--- src/rtl/mem_arb_pkg.sv ---
// Shared types and default sizing for the two-requester memory port arbiter.
package mem_arb_pkg;

  // Ownership of the single memory port.
  typedef enum logic [1:0] {
    IDLE  = 2'd0,
    OWN_A = 2'd1,
    OWN_B = 2'd2
  } owner_t;

  localparam int DEF_ADDR_WIDTH = 16;
  localparam int DEF_DATA_WIDTH = 32;
  localparam int DEF_BURST_MAX  = 8;
  localparam int STALL_CNT_W    = 16;

endpackage

--- src/rtl/mem_port_arbiter.sv ---
// Two-requester (A: accelerator, B: UART controller) arbiter in front of one
// synchronous memory port with 1-cycle read latency.
// Ownership FSM with round-robin tie break and a burst limit: once the owner
// has taken BURST_MAX grants while the other side waits, the port drops to
// IDLE for one cycle and is handed to the waiting side.
// Optional macro ARB_STATS_EN adds saturating per-requester stall counters.
module mem_port_arbiter
  import mem_arb_pkg::*;
#(
  parameter int ADDR_WIDTH = DEF_ADDR_WIDTH,
  parameter int DATA_WIDTH = DEF_DATA_WIDTH,
  parameter int BURST_MAX  = DEF_BURST_MAX
) (
  input  logic                  clk,
  input  logic                  reset,
  input  logic                  a_en,
  input  logic                  a_we,
  input  logic [ADDR_WIDTH-1:0] a_addr,
  input  logic [DATA_WIDTH-1:0] a_dw,
  output logic                  a_gnt,
  output logic [DATA_WIDTH-1:0] a_dr,
  output logic                  a_rvalid,
  input  logic                  b_en,
  input  logic                  b_we,
  input  logic [ADDR_WIDTH-1:0] b_addr,
  input  logic [DATA_WIDTH-1:0] b_dw,
  output logic                  b_gnt,
  output logic [DATA_WIDTH-1:0] b_dr,
  output logic                  b_rvalid,
`ifdef ARB_STATS_EN
  output logic [STALL_CNT_W-1:0] a_stall_cnt,
  output logic [STALL_CNT_W-1:0] b_stall_cnt,
`endif
  output logic                  m_en,
  output logic                  m_we,
  output logic [ADDR_WIDTH-1:0] m_addr,
  output logic [DATA_WIDTH-1:0] m_dw,
  input  logic [DATA_WIDTH-1:0] m_dr
);

  localparam int CNT_W = (BURST_MAX < 2) ? 1 : $clog2(BURST_MAX + 1);
  localparam logic [CNT_W-1:0] BURST_LAST = CNT_W'(BURST_MAX - 1);

  owner_t           state;
  logic             last_b;     // 1: B owned the port most recently
  logic [CNT_W-1:0] burst_cnt;  // grants taken by the owner while the other waits
  logic             a_rd_pend;
  logic             b_rd_pend;

  // Grants are purely a function of the registered owner and the live request.
  assign a_gnt = a_en && (state == OWN_A);
  assign b_gnt = b_en && (state == OWN_B);

  // Ownership FSM: round-robin from IDLE, hand-over on drop, burst limit.
  always_ff @(posedge clk or posedge reset) begin
    if (reset) begin
      state     <= IDLE;
      last_b    <= 1'b0;
      burst_cnt <= '0;
    end else begin
      case (state)
        IDLE: begin
          burst_cnt <= '0;
          if (a_en && (!b_en || last_b)) begin
            state  <= OWN_A;
            last_b <= 1'b0;
          end else if (b_en) begin
            state  <= OWN_B;
            last_b <= 1'b1;
          end
        end
        OWN_A: begin
          if (!a_en) begin
            burst_cnt <= '0;
            if (b_en) begin
              state  <= OWN_B;
              last_b <= 1'b1;
            end else begin
              state <= IDLE;
            end
          end else if (b_en) begin
            // Only grants taken while B is waiting count toward the burst.
            if (burst_cnt == BURST_LAST) begin
              state     <= IDLE;
              burst_cnt <= '0;
            end else begin
              burst_cnt <= burst_cnt + 1'b1;
            end
          end
        end
        OWN_B: begin
          if (!b_en) begin
            burst_cnt <= '0;
            if (a_en) begin
              state  <= OWN_A;
              last_b <= 1'b0;
            end else begin
              state <= IDLE;
            end
          end else if (a_en) begin
            if (burst_cnt == BURST_LAST) begin
              state     <= IDLE;
              burst_cnt <= '0;
            end else begin
              burst_cnt <= burst_cnt + 1'b1;
            end
          end
        end
        default: begin
          state     <= IDLE;
          burst_cnt <= '0;
        end
      endcase
    end
  end

  // Memory port mux: owner's request when granted, all zeros otherwise.
  always_comb begin
    m_en   = 1'b0;
    m_we   = 1'b0;
    m_addr = '0;
    m_dw   = '0;
    if (a_gnt) begin
      m_en   = 1'b1;
      m_we   = a_we;
      m_addr = a_addr;
      m_dw   = a_dw;
    end else if (b_gnt) begin
      m_en   = 1'b1;
      m_we   = b_we;
      m_addr = b_addr;
      m_dw   = b_dw;
    end
  end

  // Track granted reads so read data is flagged one cycle later.
  always_ff @(posedge clk or posedge reset) begin
    if (reset) begin
      a_rd_pend <= 1'b0;
      b_rd_pend <= 1'b0;
    end else begin
      a_rd_pend <= a_gnt && !a_we;
      b_rd_pend <= b_gnt && !b_we;
    end
  end

  assign a_rvalid = a_rd_pend;
  assign b_rvalid = b_rd_pend;
  assign a_dr     = a_rd_pend ? m_dr : '0;
  assign b_dr     = b_rd_pend ? m_dr : '0;

`ifdef ARB_STATS_EN
  // Saturating count of cycles each requester waited without a grant.
  always_ff @(posedge clk or posedge reset) begin
    if (reset) begin
      a_stall_cnt <= '0;
      b_stall_cnt <= '0;
    end else begin
      if (a_en && !a_gnt && (a_stall_cnt != {STALL_CNT_W{1'b1}}))
        a_stall_cnt <= a_stall_cnt + 1'b1;
      if (b_en && !b_gnt && (b_stall_cnt != {STALL_CNT_W{1'b1}}))
        b_stall_cnt <= b_stall_cnt + 1'b1;
    end
  end
`endif

endmodule

--- config.mk ---
export PLATFORM = sky130hd
export DESIGN_NAME = mem_port_arbiter
export DESIGN_NICKNAME = d
export VERILOG_FILES = /design/src/rtl/mem_arb_pkg.sv /design/src/rtl/mem_port_arbiter.sv
export SDC_FILE = /design/constraint.sdc
export NUM_CORES = 1
export LEC_CHECK = 0
export ABC_AREA = 1
export CAP_MARGIN = 25
export CELL_PAD_IN_SITES_DETAIL_PLACEMENT = 1
export CELL_PAD_IN_SITES_GLOBAL_PLACEMENT = 2
export CORE_ASPECT_RATIO = 1.75
export CORE_UTILIZATION = 10
export DETAILED_ROUTE_END_ITERATION = 7
export PLACE_DENSITY_LB_ADDON = 0.12
export SLEW_MARGIN = 20
export SYNTH_ARGS = -nofsm -noshare
export SYNTH_HDL_FRONTEND = slang
export SYNTH_SLANG_ARGS = --single-unit
--- constraint.sdc ---
create_clock -name clk -period 1.6 [get_ports clk]
set_clock_uncertainty 0.05 [all_clocks]
set_input_delay 0.32 -clock clk [delete_from_list [all_inputs] [get_ports clk]]
set_output_delay 0.32 -clock clk [all_outputs]
set_load 0.03 [all_outputs]
==> flow_summary.yaml <==
layout:
  fin_nets: 799
  insertedDiodeCount: 0
  instances_no_fill: 893
  syn_to_final_growth_pct: 218.1
  nFillCells: 2187
  drive_above_1_share_pct: 44.92
  layout_commonest_cell: "clkdlybuf4s50_1"
  fin_util_pct: 32.51
  layout_common_cells: "clkdlybuf4s50_1 (131), nand2_1 (126), buf_4 (83), inv_1 (75), buf_6 (50)"
die:
  io_pins: 252
  row_count: 65
  die-area_um2: 18940
  die_w_um: 104.5
  coreArea_um2: 17970
  initial_core_util_pct: 10.22
  die_h_um: 181.3
worst_setup_path:
  cp-start-kind: "flip-flop"
  arrival_ns: 1.62
  critical_path_class: "reg2out"
  required_ns: 1.23
  worst-r2r-setup-slack_ns: -0.12
  path_max_fanout: 8
  worstSetupEndpointType: "output port"
min_path:
  hp-class: "in2async"
global_routing:
  grt_use_total_pct: 12.90
  antenna_found_initial: 0
  grt_pass1_wl_mm: 19.49
  grt_pass1_vias: 3625
  grt_start_max_net_pins: 37
  overflow: 0
clock_network:
  hold_buffers: 0
  htree_levels: 1
  clock_sinks: 9
  cts_buffer_depth: 2
  cts_tree: "done"
  clk_pin_slew_ns: 0.04
  clk_latency_ns: 0.24
  cts_buffers: 3
  clockRootBuffer: "clkbuf_16"
timing:
  hold_ws_ns: 0.3211
  max_freq_mhz: 503.6
  slew_headroom_pct: 75.22
  min_period_over_period_pct: 124.1
  fin_ws_ns: -0.3855
  hold_viol: 0
  rsz0062_at_grt: "true"
  tightest_slew_ns: 0.3713
  setup_violations: 54
  finalMaxSlewViolations: 0
  period_needed_ns: 1.986
yosys:
  synth_cell_type_count: 22
  synth_seq_cells: 9
  synth_top_area_cell: "nand2_1"
  synth.top_cell.area_share_pct: 39.65
  ys_seq_area_share_pct: 12.26
  synthesis.nets: 526
  yosysWarnings: 0
  syn-cell-area_um2: 1837
  synth_cells: 387
  ys_top_cells_by_area: "nand2_1 (40%), inv_1 (16%), nand3_1 (15%)"
  syn_area_per_cell_um2: 4.746
power_and_ir_drop:
  power_frac_comb_pct: 86.0
  pwr-share-clk_pct: 8.0
  pwr-share-seq_pct: 6.0
  p_sw_share_pct: 48.75
  intPower_mw: 2.832
  power_density_nw_per_um2: 945.7
  ir_drop_mv: 0.3488
  leakagePower_nw: 3.071
  power.switching_mw: 2.694
route:
  drt-total-wl_mm: 13.31
  drc: 0
  dr.pass1.iters: 4
  viasPerCell: 3.837
  drtAntennaViolNets: 0
  routed-via-count: 3426
  drt_iter0_drc: 101
  wl_per_cell_um: 14.90
place:
  gp_congestion: 0.7657
  dpl.hpwl_mm: 9.933
  dp_cells: 870
  numPortBuffers: 251
flow_run:
  cap_violations: 0
run_status:
  failed_checks: "setup timing"
  status: "finished with violations"
[worst max-delay path, cell delays in order (launching register included)]
cell and delay, ns:
dfrtp_2 0.43, buf_6 0.13, ha_4 0.16, nand2_4 0.09, clkinv_8 0.11, clkbuf_16 0.20
nand3_2 0.07, nand2_2 0.06, buf_6 0.13
[stage by stage]
step | setup TNS [ns] | instance area (µm²) | power, mW | setup slack [ns]
5_1_grt | -21.84 | 5843 | 5.879 | -0.4483
4_1_cts | -20.02 | 5210 | 4.995 | -0.4135
6_report | -18.42 | 5843 | 5.526 | -0.3855
2_1_floorplan | -0.5292 | 2118 | 2.376 | -0.02985
3_5_place_dp | -21.89 | 4756 | 3.963 | -0.4422
3_3_place_gp | -21.39 | 4756 | 3.955 | -0.4380
[registers in the layout, summed over array words and instances, names as in the netlist]
name       count
b_rvalid       1
state          2
a_rvalid       1
burst_cnt      4
last_b         1
[logic make-up after synthesis]
group / synth area share (%)
simple gates: 59.47
flops: 12.26
compound gates: 2.248
fa+ha+maj: 3.406
buf+inv: 22.62
[worst paths after layout]
| check | from | endpoint | cells past startpoint |
|---|---|---|---|
| min in group clk | burst_cnt[3] | burst_cnt[3] | 3 |
| max in group asynchronous | reset | state[1] | 2 |
| hold / removal | reset | burst_cnt[2] | 2 |
| setup / recovery | state[1] | m_addr[10] | 8 |
| hold reg to reg | burst_cnt[3] | burst_cnt[3] | 3 |
| setup reg to reg | state[0] | state[0] | 12 |
[per-layer routing]
layer	part of all wire (%)	global-route usage [%]	up-vias	routed length, µm
met2	60	27.42	167	7981
met1	32	12.54	1572	4255
met5	0	0	-	0
li1	-	-	1681	-
met4	0.71	1.600	0	94
met3	7.3	2.633	6	978
[synth_stat cells, drive strengths merged]
master / n
clkbuf: 9
nand2: 199
a21oi: 1
nor3: 2
o211ai: 1
nor2: 8
nand3: 54
buf: 13
dfrtp: 9
a21boi: 1
o21ai: 2
or2: 1
a22oi: 1
nand4: 1
inv: 80
ha: 5
[final cells by class]
type                            instances  area, µm²  share of cell area, %
Timing Repair Buffer                  290       3043                  52.08
Multi-Input combinational cell        276       1876                  32.10
Inverter                               80      325.3                  5.567
Tap cell                              234      292.8                  5.011
Sequential cell                         9      227.7                  3.897
Clock buffer                            4      78.83                  1.349
[repair_timing]
item                       in CTS  in global routing
pin swaps                       3                 14
cloned                          4                  7
setup endpoints to repair      59                 59
hold endpoints to repair        0                  0
gates resized for setup        53                111
setup buffers                   7                  5
[power by group through the flow]
stage	Clock, mW	Sequential [mW]	Combinational [mW]
final	0.442	0.334	4.75
after global routing	0.463	0.340	5.08
after CTS	0.453	0.342	4.20
after detailed placement	0	0.328	3.64
after global placement	0	0.326	3.63
after floorplan	0	0.334	2.04
Power figures use the tool's default switching activity.
